**config.mk**
```make
export PLATFORM = sky130hd
export DESIGN_NAME = iic_target_regs
export DESIGN_NICKNAME = d
export VERILOG_FILES = /design/src/rtl/iic_target_regs.sv
export SDC_FILE = /design/constraint.sdc
export NUM_CORES = 1
export LEC_CHECK = 0
export ABC_AREA = 1
export BUFFER_PORTS_ARGS = -buffer_cell sky130_fd_sc_hd__buf_2
export CORE_UTILIZATION = 35
export DETAILED_ROUTE_END_ITERATION = 12
export HOLD_SLACK_MARGIN = 0.02
export SETUP_SLACK_MARGIN = 0.1
export SLEW_MARGIN = 0
export SYNTH_ARGS = -nofsm -noshare
export SYNTH_HDL_FRONTEND = slang
export SYNTH_SLANG_ARGS = --single-unit
export TNS_END_PERCENT = 50
```
**constraint.sdc**
```tcl
create_clock -name clock -period 2.5 [get_ports clock]
set_input_delay 0.125 -clock clock [delete_from_list [all_inputs] [get_ports clock]]
set_output_delay 0.125 -clock clock [all_outputs]
set_load 0.05 [all_outputs]
```
**src/rtl/iic_target_regs.sv**
```systemverilog
// I2C target with a byte-wide register file and a local fabric access port.
// Open-drain SDA is driven through sda_o/sda_t; SCL is observed only.
module iic_target_regs #(
    parameter logic [6:0]  I2C_ADDR   = 7'h50,
    parameter int unsigned NUM_REGS   = 16,
    parameter int unsigned FILTER_LEN = 3,
    localparam int unsigned AW        = $clog2(NUM_REGS)
) (
    input  logic          clock,
    input  logic          reset,
    input  logic          scl_i,
    input  logic          sda_i,
    output logic          sda_o,
    output logic          sda_t,
    output logic          busy,
    output logic          wr_valid,
    output logic [AW-1:0] wr_addr,
    output logic [7:0]    wr_data,
    input  logic          loc_wr_en,
    input  logic [AW-1:0] loc_addr,
    input  logic [7:0]    loc_wdata,
    output logic [7:0]    loc_rdata
);

    localparam int unsigned CW = $clog2(FILTER_LEN + 1);
    localparam int unsigned BW = 4;

    typedef enum logic [2:0] {
        ST_IDLE,
        ST_ADDR,
        ST_ADDR_ACK,
        ST_WR_DATA,
        ST_WR_ACK,
        ST_RD_DATA,
        ST_RD_ACK,
        ST_IGNORE
    } state_e;

    // Line index 0 = SCL, 1 = SDA
    logic [1:0]    meta_q, sync_q, filt_q, filt_p_q;
    logic [CW-1:0] fcnt_q [2];
    logic          fall_d_q;

    state_e        state_q, state_d;
    logic [BW-1:0] bitcnt_q, bitcnt_d;
    logic [7:0]    sh_q, sh_d;
    logic [AW-1:0] ptr_q, ptr_d;
    logic          rw_q, rw_d;
    logic          first_q, first_d;
    logic          sda_t_q, sda_t_d;
    logic          busy_q, busy_d;
    logic          wr_valid_q, wr_valid_d;
    logic [AW-1:0] wr_addr_q, wr_addr_d;
    logic [7:0]    wr_data_q, wr_data_d;
    logic [7:0]    loc_rdata_q, loc_rdata_d;
    logic [7:0]    regs_q [NUM_REGS];

    logic          scl_f, sda_f, scl_p, sda_p;
    logic          start_c, stop_c, rise_c, fall_c;
    logic          i2c_we_c;
    logic [7:0]    rx_byte_c;

    assign scl_f = filt_q[0];
    assign sda_f = filt_q[1];
    assign scl_p = filt_p_q[0];
    assign sda_p = filt_p_q[1];

    assign start_c = scl_f & scl_p & sda_p & ~sda_f;
    assign stop_c  = scl_f & scl_p & ~sda_p & sda_f;
    assign rise_c  = scl_f & ~scl_p;
    assign fall_c  = ~scl_f & scl_p;

    assign rx_byte_c = {sh_q[6:0], sda_f};

    assign sda_o     = 1'b0;
    assign sda_t     = sda_t_q;
    assign busy      = busy_q;
    assign wr_valid  = wr_valid_q;
    assign wr_addr   = wr_addr_q;
    assign wr_data   = wr_data_q;
    assign loc_rdata = loc_rdata_q;

    // Synchronize both lines and require FILTER_LEN equal samples before a change
    always_ff @(posedge clock) begin
        if (reset) begin
            meta_q    <= '1;
            sync_q    <= '1;
            filt_q    <= '1;
            filt_p_q  <= '1;
            fcnt_q[0] <= '0;
            fcnt_q[1] <= '0;
            fall_d_q  <= 1'b0;
        end else begin
            meta_q   <= {sda_i, scl_i};
            sync_q   <= meta_q;
            filt_p_q <= filt_q;
            fall_d_q <= fall_c;
            for (int i = 0; i < 2; i++) begin
                if (sync_q[i] == filt_q[i]) begin
                    fcnt_q[i] <= '0;
                end else if (fcnt_q[i] == CW'(FILTER_LEN - 1)) begin
                    filt_q[i] <= sync_q[i];
                    fcnt_q[i] <= '0;
                end else begin
                    fcnt_q[i] <= fcnt_q[i] + CW'(1);
                end
            end
        end
    end

    // Protocol state register and registered outputs
    always_ff @(posedge clock) begin
        if (reset) begin
            state_q     <= ST_IDLE;
            bitcnt_q    <= '0;
            sh_q        <= '0;
            ptr_q       <= '0;
            rw_q        <= 1'b0;
            first_q     <= 1'b0;
            sda_t_q     <= 1'b1;
            busy_q      <= 1'b0;
            wr_valid_q  <= 1'b0;
            wr_addr_q   <= '0;
            wr_data_q   <= '0;
            loc_rdata_q <= '0;
        end else begin
            state_q     <= state_d;
            bitcnt_q    <= bitcnt_d;
            sh_q        <= sh_d;
            ptr_q       <= ptr_d;
            rw_q        <= rw_d;
            first_q     <= first_d;
            sda_t_q     <= sda_t_d;
            busy_q      <= busy_d;
            wr_valid_q  <= wr_valid_d;
            wr_addr_q   <= wr_addr_d;
            wr_data_q   <= wr_data_d;
            loc_rdata_q <= loc_rdata_d;
        end
    end

    // Next-state logic: bits sampled on SCL rise, SDA updated one cycle after SCL fall
    always_comb begin
        state_d    = state_q;
        bitcnt_d   = bitcnt_q;
        sh_d       = sh_q;
        ptr_d      = ptr_q;
        rw_d       = rw_q;
        first_d    = first_q;
        sda_t_d    = sda_t_q;
        busy_d     = busy_q;
        wr_valid_d = 1'b0;
        wr_addr_d  = wr_addr_q;
        wr_data_d  = wr_data_q;
        i2c_we_c   = 1'b0;

        if (stop_c) begin
            state_d = ST_IDLE;
            sda_t_d = 1'b1;
            busy_d  = 1'b0;
        end else if (start_c) begin
            state_d  = ST_ADDR;
            bitcnt_d = '0;
            sda_t_d  = 1'b1;
        end else begin
            unique case (state_q)
                ST_IDLE: begin
                    sda_t_d = 1'b1;
                end
                ST_ADDR: begin
                    if (rise_c) begin
                        sh_d     = rx_byte_c;
                        bitcnt_d = bitcnt_q + BW'(1);
                        if (bitcnt_q == BW'(7)) begin
                            if (rx_byte_c[7:1] == I2C_ADDR) begin
                                rw_d    = rx_byte_c[0];
                                first_d = ~rx_byte_c[0];
                                busy_d  = 1'b1;
                                state_d = ST_ADDR_ACK;
                            end else begin
                                busy_d  = 1'b0;
                                state_d = ST_IGNORE;
                            end
                        end
                    end
                end
                ST_ADDR_ACK: begin
                    // First update pulls the ACK low, the second ends it
                    if (fall_d_q) begin
                        if (sda_t_q) begin
                            sda_t_d = 1'b0;
                        end else if (rw_q) begin
                            sh_d     = regs_q[ptr_q];
                            sda_t_d  = regs_q[ptr_q][7];
                            ptr_d    = ptr_q + AW'(1);
                            bitcnt_d = '0;
                            state_d  = ST_RD_DATA;
                        end else begin
                            sda_t_d  = 1'b1;
                            bitcnt_d = '0;
                            state_d  = ST_WR_DATA;
                        end
                    end
                end
                ST_WR_DATA: begin
                    if (rise_c) begin
                        sh_d     = rx_byte_c;
                        bitcnt_d = bitcnt_q + BW'(1);
                        if (bitcnt_q == BW'(7)) begin
                            state_d = ST_WR_ACK;
                            if (first_q) begin
                                ptr_d   = AW'(rx_byte_c);
                                first_d = 1'b0;
                            end else begin
                                i2c_we_c   = 1'b1;
                                wr_valid_d = 1'b1;
                                wr_addr_d  = ptr_q;
                                wr_data_d  = rx_byte_c;
                                ptr_d      = ptr_q + AW'(1);
                            end
                        end
                    end
                end
                ST_WR_ACK: begin
                    if (fall_d_q) begin
                        if (sda_t_q) begin
                            sda_t_d = 1'b0;
                        end else begin
                            sda_t_d  = 1'b1;
                            bitcnt_d = '0;
                            state_d  = ST_WR_DATA;
                        end
                    end
                end
                ST_RD_DATA: begin
                    if (rise_c) begin
                        bitcnt_d = bitcnt_q + BW'(1);
                    end else if (fall_d_q) begin
                        if (bitcnt_q >= BW'(8)) begin
                            sda_t_d = 1'b1;
                            state_d = ST_RD_ACK;
                        end else begin
                            sda_t_d = sh_q[3'(BW'(7) - bitcnt_q)];
                        end
                    end
                end
                ST_RD_ACK: begin
                    if (rise_c) begin
                        if (!sda_f) begin
                            sh_d     = regs_q[ptr_q];
                            ptr_d    = ptr_q + AW'(1);
                            bitcnt_d = '0;
                            state_d  = ST_RD_DATA;
                        end else begin
                            busy_d  = 1'b0;
                            state_d = ST_IGNORE;
                        end
                    end
                end
                ST_IGNORE: begin
                    sda_t_d = 1'b1;
                end
                default: begin
                    sda_t_d = 1'b1;
                    state_d = ST_IDLE;
                end
            endcase
        end
    end

    // Local read returns the contents as they will be after this cycle's writes
    always_comb begin
        loc_rdata_d = regs_q[loc_addr];
        if (loc_wr_en) begin
            loc_rdata_d = loc_wdata;
        end
        if (i2c_we_c && (ptr_q == loc_addr)) begin
            loc_rdata_d = rx_byte_c;
        end
    end

    // Register file; the I2C write is last so it wins an index collision
    always_ff @(posedge clock) begin
        if (reset) begin
            regs_q <= '{default: '0};
        end else begin
            if (loc_wr_en) begin
                regs_q[loc_addr] <= loc_wdata;
            end
            if (i2c_we_c) begin
                regs_q[ptr_q] <= rx_byte_c;
            end
        end
    end

endmodule

```
==> results.md, run 1 <==
* Outcome: finished clean
* Max Cap Violations at 0
* R2R Setup Slk at 0.31 ns
* Pin count of the biggest net entering global routing at 65
* P&R area growth vs syn at 10.8%
* FP Rows at 65
* Setup tns final at 0 ns
* Commonest non-fill, non-tap cells in the layout: 439 x nand2_1, 368 x o21ai_0, 202 x a21oi_1
* Non-filler cells, final at 2,176
* R2r worst-path depth at 9
* N_diodes at 0
* Initial antenna violation count at 0
* RSZ-0062 raised after global routing: false
* Final worst clock skew at approximately 0.017 ns
* First-pass GRT wire length at 67,100 um
* Total global routing overflow at 0
* Static Leak at 5.16 nW
* Slowest Stage Delay on Critical Path at 0.38 ns
* Fin. max-slew vios at 0
* Via density at 5.59
* CP max FO at 9
* Initial Utilization at 35.4%
* Worst setup endpoint: regs_q[35]
* Main synth FF type: dfxtp_1
* CTS H-tree lvls at 4
* Crit path kind: register to register
* Seq cells post-synth at about 190
* R2r startpoint: bitcnt_q[1]
* Antenna Violating Nets Remaining at 0
* DIE WIDTH at roughly 180 um
* # port buffers at 39
* # DRC at 0
* GR Util All Layers at between 20% and 30%
* TritonCTS buffer count at 17
* Max frequency at 0.456 GHz
* Period utilization at between 80% and 90%
* HPWL Detailed at just over 30,000 um
* Mapped Area at 0.0112 sq mm
* Crit. Startpoint: bitcnt_q[1]
* Cell count after placement at 2,139
* Io pins at just over 40
* DR vias at around 12,000
* Final Hold Fails at 0
* Pwr dens at 718 mW/mm^2
* Area of placed instances at 0.0118 sq mm
* Leading cell type in the layout, fill and taps excluded: nand2_1
* Yosys warns at 0
* Sequential area share after synthesis at 33.6%
* Routability cong. at 0.960
* CP Cell Sequence: ha_1, nand2_1, nor2_2, nand4_4, buf_12, nor4_4, inv_2, nor2_1, nor2_1
* CTS tree: built
* Hold slack at 0.139 ns
* Post-CTS resize count at 0
* Final #Nets at about 1,800
* VDD IR-drop max at between 0.0005 and 0.0006 V
* Drt total wl at around 44,000 um
* WP data required at 2.85 ns
* Max Root-Sink Buffers at 2
* Slowest-stage cell, CP: nor4_4
* Initial DRC count at 1,361
* Clock Root Buffer: clkbuf_16
* Core box area at 0.0315 sq mm
* Filler Cell Count at 3,369
* Clock Latency Late Sink at ~0.46 ns
* Clock sinks at 185
* Crit. End Element: register
* CTS clk-pin slew, worst paths at 0.08 ns
* Worst Tran Pin Value at 0.982 ns
* Share of cells above drive strength 1 at approximately a tenth
* Number of global-route vias before repair at about 11,000
* Die area at 0.0326 sq mm
* Number of enable flip-flop cells after synthesis at 4
* Final setup fails at 0
* Crit-path most repeated cell: nor2_1
* Drt pass-1 iters at 6
* Avg WL per Cell at between 20 and 25 um
* Slew margin rel. at 34.5%
* Final instance area at around 0.012 sq mm
* Hold WC Path Type: input pin to register
* Die span in y at 181 um
* Arrival time worst endpoint at 2.54 ns
* Netlist cell types at 42
* Post-route minimum period at around 2.2 ns
* CP startpoint kind: register
* Mean post-synth cell area at 6.34 sq um
* Gate count after technology mapping at 1,759
* R2r endpoint: regs_q[35]
* Ys async rst share at 0%
## metrics by stage
| stage | utilization (%) | total power [W] | setup slack [ns] |
|---|---|---|---|
| 2_1_floorplan | - | 0.00528 | 0.579 |
| 3_3_place_gp | 37.3 | 0.00619 | 0.321 |
| 3_5_place_dp | 37.3 | 0.00618 | 0.263 |
| 4_1_cts | 39.2 | 0.00885 | 0.242 |
| 5_1_grt | 39.3 | 0.00931 | 0.183 |
| 6_report | 39.3 | 0.00887 | 0.308 |
## flip-flops by register name, summed over array words and instances, names as in the netlist
register   count
regs_q       128
loc_rdata      8
sh_q           8
wr_data        8
bitcnt_q       4
fcnt_q         4
ptr_q          4
wr_addr        4
state_q        3
filt_p_q       2
filt_q         2
meta_q         2
sync_q         2
busy           1
fall_d_q       1
first_q        1
rw_q           1
sda_t          1
wr_valid       1
## how the worst min path moves through the flow
stage	from	end	slack [ns]	depth (start not counted)
after floorplan	scl_i	meta_q[0]	0.23	1
after global placement	sda_i	meta_q[1]	0.31	2
after detailed placement	sda_i	meta_q[1]	0.31	2
after CTS	reset	first_q	0.12	2
after global routing	reset	first_q	0.17	2
final	reset	first_q	0.14	2
## synth_stat cells, types with 2 or more instances
cell,instances,area [sq um]
a211oi_1,2,15.0
a21oi_1,202,1010
buf_1,10,37.5
buf_2,17,85.1
buf_4,4,30.0
buf_6,9,101
clkbuf_1,77,289
clkinv_1,5,18.8
conb_1,2,7.51
dfxtp_1,181,3620
edfxtp_1,4,120
ha_1,7,87.6
inv_1,121,454
inv_2,13,48.8
nand2_1,439,1650
nand2_2,5,31.3
nand2_8,2,40.0
nand3_1,81,405
nand3b_1,2,15.0
nand4_1,2,12.5
nor2_1,104,390
nor2_2,4,25.0
nor2_4,2,22.5
nor2_8,9,180
nor3_1,8,40.0
nor3_2,3,30.0
nor3_4,2,32.5
o211ai_1,26,195
o21ai_0,368,1840
o21ai_1,29,145
o22ai_1,2,12.5
or2_2,4,25.0
xor2_1,4,35.0
## cell families after synthesis
family                   Yosys count  share of synthesized area (%)
adder cells (fa/ha/maj)            7                          0.785
flip-flops                       185                           33.6
AO/OA/AOI/OAI                    630                           28.9
XOR/XNOR                           5                          0.392
buffers and inverters            258                           9.68
other                              2                         0.0673
AND/OR/NAND/NOR                  672                           26.6
## worst max-delay path, delay by kind of cell (launching register included)
family	cells	cell delay [ns]
fa+ha+maj	1	0.20
buf+inv	2	0.35
flops	1	0.36
simple gates	6	1.18
## routing by layer
metal / global-route usage (%) / routed length [um] / up-vias
met5: 0 / 0 / -
met4: 12.4 / 1750 / 0
met3: 2.99 / 2830 / 82
met2: 42.6 / 19600 / 521
met1: 37.0 / 19800 / 5708
li1: - / - / 5845
## what timing repair did
action / in CTS / in global routing
setup buffers: 0 / 3
endpoints found under the hold margin: 2 / 0
hold buffers: 2 / 0
setup endpoints to repair: 0 / 6
## power by group
part           leakage [nW]  internal (W)  switching, W  total, W
clock                 0.278       0.00132       0.00138   0.00270
sequential             1.51       0.00308      0.000196   0.00328
combinational          3.38      0.000819       0.00208   0.00290
## layout make-up
type                            instances  area [sq um]  share of cell area [%]
Sequential cell                       185          3740                    30.3
Clock buffer                           17           425                    3.44
Timing Repair Buffer                   97           673                    5.44
Tap cell                              402           503                    4.07
Multi-Input combinational cell       1319          6350                    51.3
Clock inverter                         15           134                    1.08
Inverter                              141           539                    4.36
Note: power is estimated with default switching activity, not from simulation.
==> run 2: changes to the inputs <==
PLACE_DENSITY = 0.55   (was default)
==> run 2 against run 1 <==
  * Combinational power about the same
  * Power increased by 2.6%
  * Critical endpoint is now loc_rdata[7]
  * Setup slack got worse by 0.047 ns
  * Die area unchanged
  * Core utilization increased by 0.47 points
==> results.md, run 2 (synthesis gave the netlist of run 1 again) <==
* Outcome: finished clean
* Number of global-route vias before repair at 11,100
* Hold path cells at 2
* WP data required at 2.87 ns
* Max reg flops at ~130
* Post-CTS resize count at 0
* Clock Latency Late Sink at approximately 0.45 ns
* Crit-path most repeated cell: a21oi_1
* CTS tree: built
* Cell-internal power at around 0.0055 W
* Slew margin rel. at 51.5%
* Initial antenna violation count at 0
* Filler Cell Count at about 3,400
* Max Cap Violations at 0
* RSZ-0062 raised after global routing: false
* Final setup fails at 0
* Period utilization at 89.5%
* Slowest Stage Delay on Critical Path at 0.53 ns
* R2R Setup Slk at 0.26 ns
* N_diodes at 0
* Most flop-heavy register: regs_q
* VDD IR-drop max at 0.000488 V
* CTS H-tree lvls at 4
* HPWL Detailed at approximately 30,000 um
* Die area at 0.0326 sq mm
* Final Hold Fails at 0
* Clock Root Buffer: clkbuf_16
* Register area at 0.00374 sq mm
* Via density at 5.53
* Drt pass-1 iters at 6
* Avg WL per Cell at 20.2 um
* Pwr dens at 728 mW/mm^2
* GR Util All Layers at 27.2%
* Final #Nets at approximately 1,800
* Final worst clock skew at 0.0150 ns
* DR vias at 12,100
* Combinational Power Share at 32.2%
* CTS clk-pin slew, worst paths at 0.08 ns
* Crit. End Element: register
* Worst Tran Pin Value at a little over 0.7 ns
* Max Root-Sink Buffers at 2
* Initial Utilization at approximately 35%
* Commonest non-fill, non-tap cells in the layout: 439 x nand2_1, 368 x o21ai_0, 202 x a21oi_1
* Final instance area at 0.0125 sq mm
* R2r startpoint: ptr_q[0]
* Fin. max-slew vios at 0
* Clock power share at 32.0%
* Core box area at 0.0315 sq mm
* R2r worst-path depth at 7
* Initial DRC count at between 1,000 and 1,500
* Share of cells above drive strength 1 at 10.7%
* Antenna Violating Nets Remaining at 0
* Multi-input logic area at between 0.006 and 0.007 sq mm
* Drt total wl at 44,200 um
* CP max FO at 15
* Switching power of the nets at 0.00358 W
* Total power draw at just over 0.009 W
* Hold WC Path Type: input pin to register
* Worst Hold Launch: reset
* R2r endpoint: loc_rdata[7]
* CP Cell Sequence: inv_1, nand2_1, a21oi_1, nand2_1, nor2_1, a21oi_1, a21oi_1
* Total global routing overflow at 0
* FP Rows at 65
* # port buffers at 39
* TritonCTS buffer count at 17
* Pin count of the biggest net entering global routing at 100
* Post-route minimum period at between 2 and 2.5 ns
* WHS Endpoint: first_q
* Static Leak at 5.24 nW
* CP delay by family, top: simple AND/OR/NAND/NOR gates
* Routability cong. at roughly 1
* CP startpoint kind: register
* Sequential Power Share at 35.8%
* First-pass GRT wire length at between 60,000 and 70,000 um
* Clock sinks at 185
* Leading cell type in the layout, fill and taps excluded: nand2_1
* Max frequency at 0.447 GHz
* Area of placed instances at around 0.012 sq mm
* Setup tns final at 0 ns
* DIE WIDTH at about 180 um
* Crit path kind: register to register
* Switch share at roughly two fifths
* # DRC at 0
* P&R area growth vs syn at 12.2%
* CP Buf/Inv Count at 1
* Io pins at 41
* Slowest-stage cell, CP: inv_1
* Arrival time worst endpoint at 2.61 ns
* Die span in y at 181 um
[run 2: repair_timing]
action,4_1_cts,5_1_grt
setup buffers,0,2
endpoints found under the hold margin,2,0
hold buffers,2,0
setup endpoints to repair,0,2
[run 2: how the worst max path moves through the flow]
| stage | startpoint | to | depth (start not counted) |
|---|---|---|---|
| 3_5_place_dp | bitcnt_q[1] | regs_q[105] | 9 |
| 2_1_floorplan | ptr_q[0] | regs_q[111] | 12 |
| 6_report | ptr_q[0] | loc_rdata[7] | 7 |
| 5_1_grt | bitcnt_q[1] | regs_q[24] | 9 |
| 4_1_cts | bitcnt_q[1] | regs_q[105] | 9 |
| 3_3_place_gp | ptr_q[0] | regs_q[39] | 7 |
[run 2: power groups by stage]
stage | clock, W | combinational, W | sequential (W)
after global routing | 0.00306 | 0.00324 | 0.00328
after global placement | 0 | 0.00288 | 0.00332
final | 0.00292 | 0.00293 | 0.00326
after detailed placement | 0 | 0.00288 | 0.00332
after floorplan | 0 | 0.00201 | 0.00327
after CTS | 0.00295 | 0.00289 | 0.00325
[run 2: area by class of cell]
class,instances,share of cell area [%]
clock inverters,13,1.32
multi-input cells,1319,50.7
flip-flops and latches,185,29.9
clock buffers,18,3.51
well taps,402,4.02
repair buffers,109,6.20
inverters,141,4.31
[run 2: per-layer routing]
metal | GRT usage, % | up-vias | share of wire (%)
li1 | - | 5865 | -
met1 | 36.8 | 5619 | 44
met2 | 42.5 | 531 | 45
met3 | 4.14 | 89 | 7.1
met4 | 12.5 | 0 | 3.8
met5 | 0 | - | 0
[run 2: metrics by stage]
step | std cells | hold slack [ns] | worst slack, ns | utilization, %
floorplan | 1762 | 0.229 | 0.579 | -
global placement | 2152 | 0.308 | 0.291 | 37.7
detailed placement | 2152 | 0.312 | 0.295 | 37.7
CTS | 2185 | 0.114 | 0.262 | 39.7
global route | 2187 | 0.153 | 0.123 | 39.8
finish | 2187 | 0.119 | 0.262 | 39.8
